==> src/rtl/fifo_fill_pkg.sv <==
// Shared types and default geometry for the delay fifo fill controller.
package fifo_fill_pkg;

    typedef enum logic [1:0] {LOAD, DRAIN, FINISH} state_t;

    localparam int NUM_FIFOS_DFLT = 8;
    localparam int DEPTH_DFLT     = 8;
    localparam int BITS_DFLT      = 64;

    localparam int LANE_W  = $clog2(NUM_FIFOS_DFLT);
    localparam int CNT_W   = $clog2(DEPTH_DFLT + 1);
    localparam int DRAIN_W = $clog2(DEPTH_DFLT + NUM_FIFOS_DFLT - 1);

endpackage

==> src/rtl/lane_fill_counter.sv <==
// Per-lane fill level: saturates at DEPTH, cleared after a drain; full is a
// decode of the registered count.
module lane_fill_counter
    import fifo_fill_pkg::*;
#(
    parameter int DEPTH = DEPTH_DFLT,
    parameter int W     = CNT_W
) (
    input  logic clk,
    input  logic rst,
    input  logic inc,
    input  logic clr,
    output logic full
);

    logic [W-1:0] cnt;

    always_ff @(posedge clk or posedge rst) begin
        if (rst) begin
            cnt <= '0;
        end else if (clr) begin
            cnt <= '0;
        end else if (inc && (cnt != W'(DEPTH))) begin
            cnt <= cnt + 1'b1;
        end
    end

    assign full = (cnt == W'(DEPTH));

endmodule

==> src/rtl/fifo_fill_ctrl.sv <==
// Steers host words into delay fifo lanes (1-cycle latency), then drains all lanes;
// FIFO_FILL_CTRL_SKEW_EN selects the systolic skewed drain, otherwise all lanes drain together.
module fifo_fill_ctrl
    import fifo_fill_pkg::*;
#(
    parameter  int NUM_FIFOS = NUM_FIFOS_DFLT,
    parameter  int DEPTH     = DEPTH_DFLT,
    parameter  int BITS      = BITS_DFLT,
    localparam int SW = (NUM_FIFOS == NUM_FIFOS_DFLT) ? LANE_W : $clog2(NUM_FIFOS),
    localparam int CW = (DEPTH == DEPTH_DFLT) ? CNT_W : $clog2(DEPTH + 1),
    localparam int TW = ((NUM_FIFOS == NUM_FIFOS_DFLT) && (DEPTH == DEPTH_DFLT))
                        ? DRAIN_W : $clog2(DEPTH + NUM_FIFOS - 1)
) (
    input  logic                 clk,
    input  logic                 rst,
    input  logic                 in_valid,
    output logic                 in_ready,
    input  logic [SW-1:0]        in_sel,
    input  logic [BITS-1:0]      in_data,
    input  logic                 start,
    output logic                 busy,
    output logic                 done,
    output logic [NUM_FIFOS-1:0] fifo_en,
    output logic [BITS-1:0]      fifo_d,
    output logic [NUM_FIFOS-1:0] lane_valid,
    output logic                 err
);

`ifdef FIFO_FILL_CTRL_SKEW_EN
    localparam int LAST = DEPTH + NUM_FIFOS - 2;
`else
    localparam int LAST = DEPTH - 1;
`endif

    function automatic logic [NUM_FIFOS-1:0] drain_en(input int tt);
        drain_en = '0;
        for (int i = 0; i < NUM_FIFOS; i++) begin
`ifdef FIFO_FILL_CTRL_SKEW_EN
            drain_en[i] = (tt >= i) && (tt < i + DEPTH);
`else
            drain_en[i] = (tt < DEPTH);
`endif
        end
    endfunction

    state_t                state;
    logic [TW-1:0]         t;
    logic [NUM_FIFOS-1:0]  full;
    logic [NUM_FIFOS-1:0]  sel_hit;
    logic [NUM_FIFOS-1:0]  inc;
    logic                  acc, start_ok, wr_ok, clr;

    always_comb begin
        sel_hit = '0;
        for (int i = 0; i < NUM_FIFOS; i++) begin
            sel_hit[i] = (int'(in_sel) == i);
        end
        acc      = (state == LOAD) && in_valid && in_ready;
        // start qualifies on the counts before this cycle's write lands
        start_ok = (state == LOAD) && start && (&full);
        wr_ok    = acc && (|sel_hit) && !(|(sel_hit & full)) && !start_ok;
        inc      = wr_ok ? sel_hit : '0;
        clr      = (state == FINISH);
    end

    for (genvar g = 0; g < NUM_FIFOS; g++) begin : g_lane
        lane_fill_counter #(.DEPTH(DEPTH), .W(CW)) u_cnt (
            .clk  (clk),
            .rst  (rst),
            .inc  (inc[g]),
            .clr  (clr),
            .full (full[g])
        );
    end

    always_ff @(posedge clk or posedge rst) begin
        if (rst) begin
            state      <= LOAD;
            t          <= '0;
            in_ready   <= 1'b1;
            busy       <= 1'b0;
            done       <= 1'b0;
            fifo_en    <= '0;
            fifo_d     <= '0;
            lane_valid <= '0;
            err        <= 1'b0;
        end else begin
            case (state)
                LOAD: begin
                    done       <= 1'b0;
                    lane_valid <= '0;
                    if (start_ok) begin
                        state      <= DRAIN;
                        t          <= '0;
                        in_ready   <= 1'b0;
                        busy       <= 1'b1;
                        fifo_d     <= '0;
                        fifo_en    <= drain_en(0);
                        lane_valid <= drain_en(0);
                    end else begin
                        if (start) err <= 1'b1;
                        if (wr_ok) begin
                            fifo_en <= sel_hit;
                            fifo_d  <= in_data;
                        end else begin
                            fifo_en <= '0;
                        end
                    end
                    if (acc && !wr_ok) err <= 1'b1;
                end
                DRAIN: begin
                    if (int'(t) == LAST) begin
                        state      <= FINISH;
                        busy       <= 1'b0;
                        done       <= 1'b1;
                        fifo_en    <= '0;
                        lane_valid <= '0;
                    end else begin
                        t          <= t + 1'b1;
                        fifo_en    <= drain_en(int'(t) + 1);
                        lane_valid <= drain_en(int'(t) + 1);
                    end
                end
                FINISH: begin
                    state    <= LOAD;
                    done     <= 1'b0;
                    in_ready <= 1'b1;
                end
                default: state <= LOAD;
            endcase
        end
    end

endmodule

==> config.mk <==
export PLATFORM = sky130hd
export DESIGN_NAME = fifo_fill_ctrl
export DESIGN_NICKNAME = d
export VERILOG_FILES = /design/src/rtl/fifo_fill_pkg.sv /design/src/rtl/lane_fill_counter.sv /design/src/rtl/fifo_fill_ctrl.sv
export SDC_FILE = /design/constraint.sdc
export NUM_CORES = 1
export LEC_CHECK = 0
export ABC_AREA = 0
export CAP_MARGIN = 40
export CORE_MARGIN = 2
export CORE_UTILIZATION = 53
export DETAILED_ROUTE_END_ITERATION = 7
export HOLD_SLACK_MARGIN = 0.1
export MAX_ROUTING_LAYER = met4
export PLACE_DENSITY = 0.87
export SLEW_MARGIN = 20
export SYNTH_ARGS = -nofsm -noshare
export SYNTH_HDL_FRONTEND = slang
export SYNTH_HIERARCHICAL = 1
export SYNTH_SLANG_ARGS = --single-unit
==> constraint.sdc <==
create_clock -name clk -period 6.1 [get_ports clk]
set_input_delay 1.22 -clock clk [delete_from_list [all_inputs] [get_ports clk]]
set_output_delay 1.22 -clock clk [all_outputs]
set_load 0.005 [all_outputs]
# Word-level counts from Yosys, hierarchy flattened
# Cells that the tools add are included.
classes:
  mux: 40
  eq_ne: 30
  div_mod_pow: 0
  n_addsub: 10
  n_reduce_logical: 45
  magnitude_cmp: 1
  n_bitwise: 1
  mul: 0
  n_shift: 0
op_table:
  columns: ["cell", "count"]
  rows:
  - ["$mux 64", 2]
  - ["$mux 4", 18]
  - ["$add 4x1->4 const B", 9]
  - ["$eq 4x4->1 const B", 9]
  - ["$mux 8", 4]
  - ["$ne 4x4->1 const B", 8]
  - ["$pmux 8 s2", 2]
  - ["$reduce_bool 2->1", 13]
  - ["$logic_and 1x1->1", 16]
  - ["$reduce_or 8->1", 2]
  - ["$eq 3x3->1 const B", 4]
  - ["$reduce_and 3->1", 3]
  - ["$and 8x8->8", 1]
  - ["$pmux 4 s2", 1]
  - ["$reduce_and 2->1", 4]
  - ["$reduce_and 8->1", 1]
  - ["$mux 1", 7]
  - ["$eq 3x2->1 const B", 2]
  - ["$ne 2x2->1 const B", 3]
  - ["$pmux 1 s2", 3]
  - ["$add 4x1->5 const B", 1]
  - ["$lt 5x4->1 const B", 1]
  - ["$mux 2", 2]
  - ["$pmux 2 s2", 1]
  - ["other kinds (8)", 10]
word_totals:
  memories: 0
  rom_bits: 0
  inputBits: 71
  latch_bits: 0
  ram_bits: 0
  reg_bits: 122

# Logic depth before layout (Yosys ltp)
depth:
  word_depth: 10
  ltp_mapped: 13
  depth_no_buf: 11

# Modules after synthesis
# The synthesis kept the hierarchy.
by_module_without_submodules:
  columns: ["module", "cells_each", "n_inst", "area_per_inst_um2"]
  rows:
  - ["fifo_fill_ctrl", 384, 1, 4003.8]
  - ["lane_fill_counter", 25, 8, 236.5]

# Worst setup path after synthesis
# OpenSTA, ideal clock, no wires.
synth_path:
  path_type: "input-to-reg"
  start: "input port in_sel[0]"
  end: "register g_lane[5].u_cnt.cnt[2]"
  path_slack_ns: 2.976
  n_path_buf: 3
  arrival_ns: 3.034
  required_ns: 6.011
  cell_stages: 10
  cell_sequence: "buf_2 > nand2b_1 > nor2_1 > or4_4 > buf_8 > buf_6 > nor2_1 > nand2_1 > or3b_1 > a21oi_1"
synth_via:
  elab_chain_cells: 9
  word_cells_on_any_way: 18
  classes_between: "eq/ne (7); mux (1); bitwise (1); reduce/logical (9)"
synth_lines:
  columns: ["element", "line_no", "source"]
  rows:
  - ["start, declared", "fifo_fill_ctrl.sv:18", "input logic [SW-1:0] in_sel,"]
  - ["$eq 3x2->1 (tied with other cells)", "fifo_fill_ctrl.sv:56", "sel_hit[i] = (int'(in_sel) == i);"]
  - ["$and 8x8->8", "fifo_fill_ctrl.sv:61", "wr_ok = acc && (|sel_hit) && !(|(sel_hit & full)) && !start_ok;"]
  - ["$reduce_or 8->1", "fifo_fill_ctrl.sv:61", null]
  - ["$logic_not 1->1", "fifo_fill_ctrl.sv:61", null]
  - ["$logic_and 1x1->1 (2 in series)", "fifo_fill_ctrl.sv:61", null]
  - ["$mux 8 (*)", "fifo_fill_ctrl.sv:62", "inc = wr_ok ? sel_hit : '0;"]
  - ["named net inc[5]", "fifo_fill_ctrl.sv:50", "logic [NUM_FIFOS-1:0] inc;"]
  - ["$logic_and 1x1->1 (*)", "lane_fill_counter.sv:23", "end else if (inc && (cnt != W'(DEPTH))) begin"]
  - ["$reduce_bool 2->1 (no line) (*)", null, null]
  - ["end signal, assigned", "lane_fill_counter.sv:24", "cnt <= cnt + 1'b1;"]
  - ["end, declared", "lane_fill_counter.sv:16", "logic [W-1:0] cnt;"]
# Mark *: on every way through the listed nets, which the timed path passes. The rest lies on a longest branch.
# A chain may end at the register's enable or synchronous reset.

# Worst setup path after layout
layout_path:
  start: "input port in_sel[2]"
  end: "register g_lane[2].u_cnt.cnt[2]"
layout_via:
  elab_chain_cells: 9
  word_cells_on_any_way: 18
  classes_between: "eq/ne (7); mux (1); bitwise (1); reduce/logical (9)"
layout_lines:
  columns: ["element", "line_no"]
  rows:
  - ["$eq 3x2->1 (tied with other cells)", "fifo_fill_ctrl.sv:56"]
  - ["$and 8x8->8", "fifo_fill_ctrl.sv:61"]
  - ["$reduce_or 8->1", "fifo_fill_ctrl.sv:61"]
  - ["$logic_not 1->1", "fifo_fill_ctrl.sv:61"]
  - ["$logic_and 1x1->1 (2 in series)", "fifo_fill_ctrl.sv:61"]
  - ["$mux 8 (*)", "fifo_fill_ctrl.sv:62"]
  - ["named net inc[2]", "fifo_fill_ctrl.sv:50"]
  - ["$logic_and 1x1->1 (*)", "lane_fill_counter.sv:23"]
  - ["$reduce_bool 2->1 (no line) (*)", null]
  - ["end signal, assigned", "lane_fill_counter.sv:24"]
  - ["end, declared", "lane_fill_counter.sv:16"]
# Marks and branches as above.

==> impl_metrics.ini <==
[routing]
antenna_left = 0
dr.pass1.iters = 5
vias = 4519
drt_wl_total_um = 14100
avgRoutedWirePerCell_um = 16.0
route.detailed.drc = 0
via_per_inst = 5.10
first_iter_violations = 302

[synthesis]
synth_area_leaders = dfrtp_1 48%, mux2i_1 13%, nand2_1 6.4%
yosysMostFrequentCell = dfrtp_1
syn_area_um2 = 5900
synthFlopType = dfrtp_1
yosysSeqAreaShare_pct = 48.8
synth-edff-count = 0
yosysTopAreaCell = dfrtp_1
synth_cell_types = 36
ys_ff_latch = 115
syn_nets = 672
synth_top_cell_area_share_pct = 48.4
avgSynthCellArea_um2 = 10.1
synth_commonest_cells = 114 x dfrtp_1, 101 x nand2_1, 91 x inv_1
ys_warn_count = 6
syn_inst = 584
async_flop_share_pct = 100

[critical_path]
timing.reg2reg.setup_slack_ns = 2.80
critPathLaunchType = primary input
r2r_cells = 13
slowest_stage = clkdlybuf4s50_1
critPathMaxStageDelay_ns = 0.73
path_class = in2reg
path_depth = 10
endpoint_kind = flip-flop
path_common_cell = nor2_1
crit_required_ns = 6.54
critical_path_buf_inv_count = 3
crit_fanout = 34
crit_arrival_ns = 4.43
worstPathCellList = clkdlybuf4s50_1 -> mux2i_1 -> nor2_1 -> or4_4 -> buf_12 -> buf_4 -> nor2_1 -> nand2_1 -> or3b_1 -> a21oi_1
cp_top_family = simple AND/OR/NAND/NOR gates

[finish]
multi_input_area_um2 = 2410
stdcell_count = 886
fillers = 701
fin_nets = 822
antenna-diode-count = 0
fin_area_um2 = 8080
syn_to_final_growth_pct = 37.0
seqCellArea_um2 = 2880
drive_above_1_share_pct = 8.04

[die]
die_y_um = 109
rows = 38
dieArea_um2 = 12000
pin_count = 155
core_area_um2 = 10800
fp.dieW_um = 109
start_util_pct = 54.4

[sta]
fin_hold_ws_ns = 0.501
fmaxAchievable_mhz = 250
finalCritPeriodShare_pct = 65.5
worstMarginPinSlew_ns = 0.803
relSlewSlack_pct = 46.3
setup_viol_count_final = 0
rsz0062_at_grt = no
skew_ns = 0.00965
post-route-min-period_ns = 3.99
finalMaxSlewViolations = 0
hold_viol_final = 0
tns_ns = 0

[global_routing]
grt_max_degree = 52
first_global_vias = 4632
track_usage_pct = 24.6
overflow = 0
grt_pass1_wl_um = 22100
antenna_found_initial = 0

[run]
cap_violations = 0

[clock_network]
postCtsHoldBufs = 0
ctsResizeCount = 0
htree_levels = 4
clockRootBuffer = clkbuf_8
clock_path_buffers = 2
post_cts_buffers = 0
cts.sinks = 115
clk_pin_slew_ns = 0.06
numCtsBuffers = 17
cts_tree = done
clock_latency_ns = 0.51

[pwr]
power_density_nw_per_um2 = 330
vdd_drop_max_mv = 0.194
p_leak_nw = 4.14
power.total_w = 0.00266

[placement]
placed_cells = 854
place_area_um2 = 7400
place.gp.congestion = 0.814
dp_hpwl_um = 9940
io_buffers = 154

[status]
status = finished, final reports clean

[hold_path]
hp-class = reg2reg
hold_path_depth = 1
==> worst paths after layout <==
check | from | endpoint
hold reg to reg | done$_DFFE_PP0P_ | done$_DFFE_PP0P_
hold / removal | done$_DFFE_PP0P_ | done$_DFFE_PP0P_
max in group asynchronous | rst | fifo_d[27]$_DFFE_PP0P_
min in group asynchronous | rst | g_lane[7].u_cnt/cnt[1]$_DFFE_PP0P_
setup reg to reg | g_lane[4].u_cnt/cnt[0]$_DFFE_PP0P_ | g_lane[2].u_cnt/cnt[2]$_DFFE_PP0P_
setup / recovery | in_sel[2] | g_lane[2].u_cnt/cnt[2]$_DFFE_PP0P_
==> report_power, final <==
group | total (W) | switching, W | leakage (nW) | internal (W)
logic | 0.000533 | 0.000235 | 2.42 | 0.000298
registers | 0.00102 | 0.000126 | 1.39 | 0.000897
clock network | 0.00111 | 0.000332 | 0.325 | 0.000776
total | 0.00266 | 0.000693 | 4.14 | 0.00197
==> per-stage QoR <==
step,utilization [%],worst slack (ns)
2_1_floorplan,-,2.74
3_3_place_gp,68.0,1.69
3_5_place_dp,68.2,1.55
4_1_cts,74.3,2.08
5_1_grt,74.5,1.94
6_report,74.5,2.11
==> state kept, by name, indices dropped and copies added (netlist names) <==
name,flops
in_ready,1
lane_valid,1
state,2
fifo_d,64
done,1
fifo_en,8
t,4
g_lane.u_cnt/cnt,32
busy,1
err,1
==> cells by family (layout without fill, tap and decap cells) <==
family	Yosys count	count (layout)	share of synthesized area [%]
buffers and inverters	119	281	10.5
XOR/XNOR	10	10	1.49
AND/OR/NAND/NOR	203	203	15.8
flip-flops	115	115	48.8
AO/OA/AOI/OAI	35	35	4.67
multiplexers	85	85	15.1
adder cells (fa/ha/maj)	17	17	3.61
==> worst register-to-register path: stages, from the launching register on <==
cell and delay [ns]:
dfrtp_1 0.39, inv_1 0.08, ha_1 0.20, nand2_1 0.11
nor2_1 0.07, mux2i_1 0.14, nor3_1 0.07, or4_4 0.70
buf_12 0.26, buf_4 0.35, nor2_1 0.25, nand2_1 0.11
or3b_1 0.36, a21oi_1 0.13
==> cell usage in the layout, fill, tap and decap left out, drive strengths merged, types with 2 or more instances in the layout <==
cell           synthesis  final
or3                    2      2
clkbuf                 8     22
a21o                   2      2
bufinv                 0      6
nand2b                19     19
or3b                   9      9
o211ai                 8      8
nand3                  5      5
inv                   91     91
nor2b                  2      2
or2                    3      3
mux2i                 77     77
nor2                  44     44
dfrtp                114    114
nand3b                 2      2
o21a                   8      8
clkinv                 0      3
xor2                   9      9
o21ai                  6      6
ha                    17     17
nand4                 10     10
nand2                101    101
nor3                   3      3
mux2                   8      8
a21oi                  8      8
clkdlybuf4s50          0    154
buf                   20      5
==> final cells by class <==
class,instances,share of cell area (%)
Inverter,91,4.24
Timing Repair Buffer,159,19.9
Clock buffer,22,5.73
Clock inverter,9,2.46
Tap cell,140,2.17
Sequential cell,115,35.6
Multi-Input combinational cell,350,29.8
==> metal layers <==
metal	GRT usage [%]	up-vias	wire length (um)
met5	-	-	0
met4	8.32	0	144
met3	5.51	13	970
met2	41.1	153	7100
met1	29.5	2191	5930
li1	-	2162	-
Power figures use the tool's default switching activity.
